File: src/rtl/wd_pkg.sv
// Shared definitions for the WordDetect feature path: datapath widths,
// the 32-bit saturation ceiling and the frame accumulator state encoding.
package wd_pkg;

    localparam int SMP_W = 16;   // signed feature sample
    localparam int SQ1_W = 31;   // one squared sample, max 2^30
    localparam int SQ_W  = 32;   // frame energy word handed to inv_sqrt
    localparam int ACC_W = 48;   // frame sum, holds 65535 * 2^30 without overflow
    localparam int CNT_W = 16;   // sample index and completed-frame counter

    localparam logic [SQ_W-1:0] SAT32_MAX = 32'hFFFF_FFFF;

    // IDLE: no sample of the current frame taken yet; ACCUM: frame in progress.
    typedef enum logic {
        ST_IDLE  = 1'b0,
        ST_ACCUM = 1'b1
    } frame_state_t;

endpackage

File: src/rtl/frame_sq_sat_shift.sv
// Reduces a 48-bit frame sum to the 32-bit energy word: right shift by
// SQ_SHIFT, saturate to 0xFFFFFFFF, and - when FRAME_SQ_FLOOR_EN is
// defined - clamp from below to SQ_FLOOR so inv_sqrt never sees zero.
module frame_sq_sat_shift
    import wd_pkg::*;
#(
    parameter int SQ_SHIFT = 0,
    parameter int SQ_FLOOR = 8
) (
    input  logic [ACC_W-1:0] sum,
    output logic [SQ_W-1:0]  sq
);

`ifdef FRAME_SQ_FLOOR_EN
    localparam bit FLOOR_EN = 1'b1;
`else
    localparam bit FLOOR_EN = 1'b0;
`endif

    // With the floor disabled the clamp value is zero, which leaves the
    // saturated result untouched.
    localparam logic [SQ_W-1:0] FLOOR_VAL = FLOOR_EN ? SQ_W'(SQ_FLOOR) : '0;

    logic [ACC_W-1:0] shifted;
    logic [SQ_W-1:0]  sat;

    // Shift, then saturate on any surviving bit above 31, then apply the floor.
    always_comb begin
        shifted = sum >> SQ_SHIFT;
        if (|shifted[ACC_W-1:SQ_W]) begin
            sat = SAT32_MAX;
        end else begin
            sat = shifted[SQ_W-1:0];
        end
        sq = (sat > FLOOR_VAL) ? sat : FLOOR_VAL;
    end

endmodule

File: src/rtl/frame_sq_accum.sv
// Frame energy accumulator feeding inv_sqrt. Squares signed samples and sums
// them over FRAME_LEN samples, emitting one saturated 32-bit energy word per
// frame as a one-cycle dv_o pulse. No backpressure on either side.
// Optional feature macro: FRAME_SQ_FLOOR_EN (floors sq_o at SQ_FLOOR).
//
// Handshake: dv_i marks smp_i valid for exactly the cycle it is high; there
// is no ready, every valid sample is consumed. dv_o is a single-cycle pulse
// and sq_o holds its value until the next pulse. The last sample of a frame
// is taken into stage 1 on edge t+1 and dv_o rises on edge t+2.
module frame_sq_accum
    import wd_pkg::*;
#(
    parameter int FRAME_LEN = 64,
    parameter int SQ_SHIFT  = 0,
    parameter int SQ_FLOOR  = 8
) (
    input  logic                    clk,
    input  logic                    rst,
    input  logic                    dv_i,
    input  logic signed [SMP_W-1:0] smp_i,
    input  logic                    clr_i,
    output logic                    dv_o,
    output logic [SQ_W-1:0]         sq_o,
    output logic [CNT_W-1:0]        frm_cnt_o,
    output frame_state_t            dbg_state
);

    localparam logic [CNT_W-1:0] LAST_IDX = CNT_W'(FRAME_LEN - 1);

    // Stage 1 registers
    logic [CNT_W-1:0] cnt;
    logic             v1;
    logic             last1;
    logic [SQ1_W-1:0] sq1;
    frame_state_t     state;

    // Stage 2 registers
    logic [ACC_W-1:0] acc;

    // Squaring at 31 bits is exact: the largest square is (-32768)^2 = 2^30,
    // so the result modulo 2^31 is the true unsigned square.
    logic signed [SQ1_W-1:0] smp_x;
    logic signed [SQ1_W-1:0] prod;
    logic [ACC_W-1:0]        sum_next;
    logic [SQ_W-1:0]         sq_final;

    assign smp_x     = {{(SQ1_W-SMP_W){smp_i[SMP_W-1]}}, smp_i};
    assign prod      = smp_x * smp_x;
    assign sum_next  = acc + {{(ACC_W-SQ1_W){1'b0}}, sq1};
    assign dbg_state = state;

    frame_sq_sat_shift #(
        .SQ_SHIFT (SQ_SHIFT),
        .SQ_FLOOR (SQ_FLOOR)
    ) u_sat_shift (
        .sum (sum_next),
        .sq  (sq_final)
    );

    // Stage 1: square the sample, track the position within the frame and
    // flag the frame's last sample. clr_i drops any same-cycle sample.
    always_ff @(posedge clk) begin
        if (rst) begin
            cnt   <= '0;
            v1    <= 1'b0;
            last1 <= 1'b0;
            sq1   <= '0;
            state <= ST_IDLE;
        end else if (clr_i) begin
            cnt   <= '0;
            v1    <= 1'b0;
            state <= ST_IDLE;
        end else if (dv_i) begin
            sq1   <= prod;
            v1    <= 1'b1;
            last1 <= (cnt == LAST_IDX);
            if (cnt == LAST_IDX) begin
                cnt   <= '0;
                state <= ST_IDLE;
            end else begin
                cnt   <= cnt + 1'b1;
                state <= ST_ACCUM;
            end
        end else begin
            v1 <= 1'b0;
        end
    end

    // Stage 2: accumulate squares; on the last square publish the saturated
    // frame energy and restart the sum. A last square already in stage 1
    // completes even if clr_i arrives alongside it.
    always_ff @(posedge clk) begin
        if (rst) begin
            acc       <= '0;
            dv_o      <= 1'b0;
            sq_o      <= '0;
            frm_cnt_o <= '0;
        end else begin
            dv_o <= 1'b0;
            if (v1 && last1) begin
                sq_o      <= sq_final;
                dv_o      <= 1'b1;
                frm_cnt_o <= frm_cnt_o + 1'b1;
                acc       <= '0;
            end else if (clr_i) begin
                acc <= '0;
            end else if (v1) begin
                acc <= sum_next;
            end
        end
    end

endmodule

File: config.mk
export PLATFORM = sky130hd
export DESIGN_NAME = frame_sq_accum
export DESIGN_NICKNAME = d
export VERILOG_FILES = /design/src/rtl/wd_pkg.sv /design/src/rtl/frame_sq_sat_shift.sv /design/src/rtl/frame_sq_accum.sv
export SDC_FILE = /design/constraint.sdc
export NUM_CORES = 1
export LEC_CHECK = 0
export BUFFER_PORTS_ARGS = -buffer_cell sky130_fd_sc_hd__buf_2
export CORE_MARGIN = 10
export CORE_UTILIZATION = 65
export CTS_CLUSTER_DIAMETER = 30
export DETAILED_ROUTE_END_ITERATION = 16
export GPL_ROUTABILITY_DRIVEN = 1
export PLACE_DENSITY = 0.91
export SLEW_MARGIN = 0
export SYNTH_ARGS = -nofsm -noshare
export SYNTH_HDL_FRONTEND = slang
export SYNTH_SLANG_ARGS = --single-unit
File: constraint.sdc
create_clock -name clk -period 26.7 [get_ports clk]
set_input_delay 8.01 -clock clk [delete_from_list [all_inputs] [get_ports clk]]
set_output_delay 8.01 -clock clk [all_outputs]
set_load 0.02 [all_outputs]
==> run summary <==
Post-Synth XOR/XNOR Area: 6.04%
CTS Root Cell: clkbuf_16
Fillers: 1908
Syn Inst Count: 1964
Initial Utilization: 66.5%
Final GP Congestion: 0.942
Final cycle utilization of the critical path: 53.8%
Async SR Flop Fraction: 0%
Ports: 70
Synth cell types: 75
YS warnings: 0
Area leader, netlist: fa_1
Worst Hold Class: flop to flop
First-pass GRT wire length: 69400 um
Peak VDD IR: 0.000240 V
Drc violations: 0
Worst Path Buf+Inv: 5
Die H: 181 um
Status: complete, no violations
H-tree depth: 4
RSZ-0062 raised after global routing: no
Synth top area cells: fa_1, dfxtp_1, ha_1
Gr usage total: 25.3%
Max-slew violations: 0
Syn avg cell area: 8.57 um^2
Power per cell area: 138 nW/um^2
Clk_lat worst skew: 0.42 ns
Post-synth top area share: 27.4%
Final Setup Violations: 0
Row count: 58
DIE AREA: 32700 um^2
Slowest-stage cell, CP: a221oi_1
Max Cap Viol: 0
CTS Buf Count: 17
Largest net degree at the start of global routing: 85
Hold-fix buffers at CTS: 0
Met3 GRT Util: 4.08%
Synth Flop Type: dfxtp_1
Setup TNS: 0 ns
Worst EP required: 27.01 ns
Achievable Freq: 69.6 MHz
CTS clk-pin slew, worst paths: 0.06 ns
Die X-Extent: 181 um
Wire length per cell: 17.6 um
Layout cells sized above 1: 8.13%
Synth Area in Adders: 36.4%
Final setup skew: 0.0123 ns
Worst path top cell family by delay: adder cells
#FFs+latches synth: 146
Crit path DAT: 14.68 ns
Met2 Resource Use GR: 43.9%
P&R area growth vs syn: 6.13%
Fin. Hold Viols: 0
Clock Path Buffers: 2
Vias in the first global route: 14200
Post-synthesis mux area share: 1.21%
Combinational family with the most area after synthesis: adder cells
CTS tree: done
Grt peak-use layer: met2
Number of synthesized flops with an enable pin: 0
Setup crit start kind: input pin
Compound-Gate Fraction of Synth Area: 12.4%
N_diodes: 0
Initial antenna violation count: 1
Cts repair resizes: 0
Worst setup EP type: flop
Final HPWL DP: 32700 um
Worst relative slew slack: 22.6%
Crit-path max FO: 9
Via density: 5.80
Worst-Margin Slew: 1.16 ns
Core area: 25300 um^2
Final WL: 40800 um
Grt ovf: 0
CP most frequent cell: fa_1
Synth Net Count: 2336
Routed via count: 13500
Layout Nets: 2351
Post-CTS Setup Inserts: 0
Period minus WS final: 14.36 ns
CTS sink count: 146
Cell Area, Synth: 16800 um^2
Critical path class: input pin to flop
Cell Area, Placed: 17300 um^2
Post-synthesis simple-gate area fraction: 16.4%
TritonRoute pass-1 iters: 5
Port Buffers: 69
Critical Path, Cell by Cell: buf_2, clkinv_1, nor2_1, ha_1, xor2_1, fa_1, fa_1, inv_1, fa_1, fa_1, inv_1, fa_1, inv_1, ha_1, or3_1, o211ai_1, a21boi_0, a221oi_1, o211ai_1, nand2_1, o21ai_0, xnor2_1, a211oi_1
Met1 Track Usage GR: 30.8%
ANT nets after route: 0
Final Cell Area: 17900 um^2
Leak: 8.24 nW
Critical path's largest stage delay: 0.72 ns
Post-synthesis sequential area ratio: 17.4%
Number of DRC markers in iteration 0: 1025
logic make-up (layout without fill, tap and decap cells):
family,count (synthesis),after routing
muxes,20,20
AOI/OAI and AO/OA,297,297
adders and majority gates,352,352
buffers and inverters,442,470
xor gates and xnor gates,116,116
DFF,146,146
and+or+nand+nor,591,591
placed cells by master, fill, tap and decap left out, types with 18 or more instances in the layout:
| cell | netlist | routed |
|---|---|---|
| inv_1 | 364 | 364 |
| fa_1 | 230 | 230 |
| nand2_1 | 189 | 189 |
| nor2_1 | 180 | 180 |
| dfxtp_1 | 146 | 146 |
| ha_1 | 122 | 122 |
| a21oi_1 | 97 | 97 |
| xnor2_1 | 71 | 71 |
| buf_2 | 6 | 68 |
| o21ai_0 | 56 | 56 |
| xor2_1 | 45 | 45 |
| nand3_1 | 35 | 35 |
| nand4_1 | 32 | 32 |
| and2_1 | 30 | 30 |
| a211oi_2 | 30 | 30 |
| nor2b_1 | 28 | 27 |
| a21o_1 | 25 | 25 |
| nor3_1 | 19 | 19 |
| and3_1 | 18 | 18 |
power breakdown:
group	internal, W	total [W]	switching [W]
clock network	0.000133	0.000233	0.000100
registers	0.000232	0.000240	0.00000861
logic	0.000850	0.00199	0.00114
total	0.00121	0.00246	0.00125
worst min-delay path: cells and delay by family (launching register included):
family	cells	cell delay [ns]
compound gates	1	0.05
simple gates	1	0.05
flops	1	0.32
flip-flops by register name, indices dropped and copies added (netlist names):
signal,cells
cnt,16
sq1,30
dv_o,1
sq_o,32
last1,1
v1,1
acc,48
dbg_state,1
frm_cnt_o,16
cell usage after synthesis (all sizes together), types with 4 or more instances:
master and instances:
a211oi 43, a21o 25, a21oi 99, a31oi 8, and2 31, and3 18, and4 6, buf 19
clkbuf 58, dfxtp 146, fa 230, ha 122, inv 364, mux2i 17, nand2 189, nand2b 8
nand3 36, nand3b 5, nand4 33, nand4b 4, nor2 181, nor2b 28, nor3 20, nor4 6
o211ai 7, o21a 8, o21ai 59, o21bai 8, o31ai 6, or2 9, or3 12, xnor2 71
xor2 45
layout make-up:
class / instances / area [um^2] / share of cell area (%)
clock inverter: 12 / 124 / 0.694
timing repair buffer: 73 / 378 / 2.12
sequential: 146 / 2920 / 16.4
clock buffer: 20 / 447 / 2.50
multi-input combinational: 1376 / 12200 / 68.3
inverter: 365 / 1370 / 7.67
tap: 330 / 413 / 2.31
worst paths after layout:
| kind | startpoint | end | slack, ns | cells after the start |
|---|---|---|---|---|
| worst min register to register | sq1[9] | sq1[9] | 0.47 | 2 |
| worst max-delay path | smp_i[12] | sq1[30] | 12.34 | 23 |
| worst max register to register | sq1[0] | sq_o[0] | 22.30 | 12 |
| worst min-delay path | sq1[9] | sq1[9] | 0.47 | 2 |
metrics by stage:
stage	std cells	util, %	hold WS [ns]	setup WS, ns	total power (W)
after global routing	2322	70.5	0.485	11.83	0.00275
after floorplan	1964	-	0.436	12.74	0.00178
after global placement	2290	68.3	0.451	12.29	0.00211
final	2322	70.5	0.467	12.34	0.00246
after detailed placement	2290	68.3	0.457	11.97	0.00221
after CTS	2322	70.5	0.466	12.39	0.00245
routing by layer:
metal,routed length [um],up-vias
li1,-,6304
met1,16700,6584
met2,20300,443
met3,2160,123
met4,1570,2
met5,13,-
No activity file was read; power rests on OpenSTA's default activity.
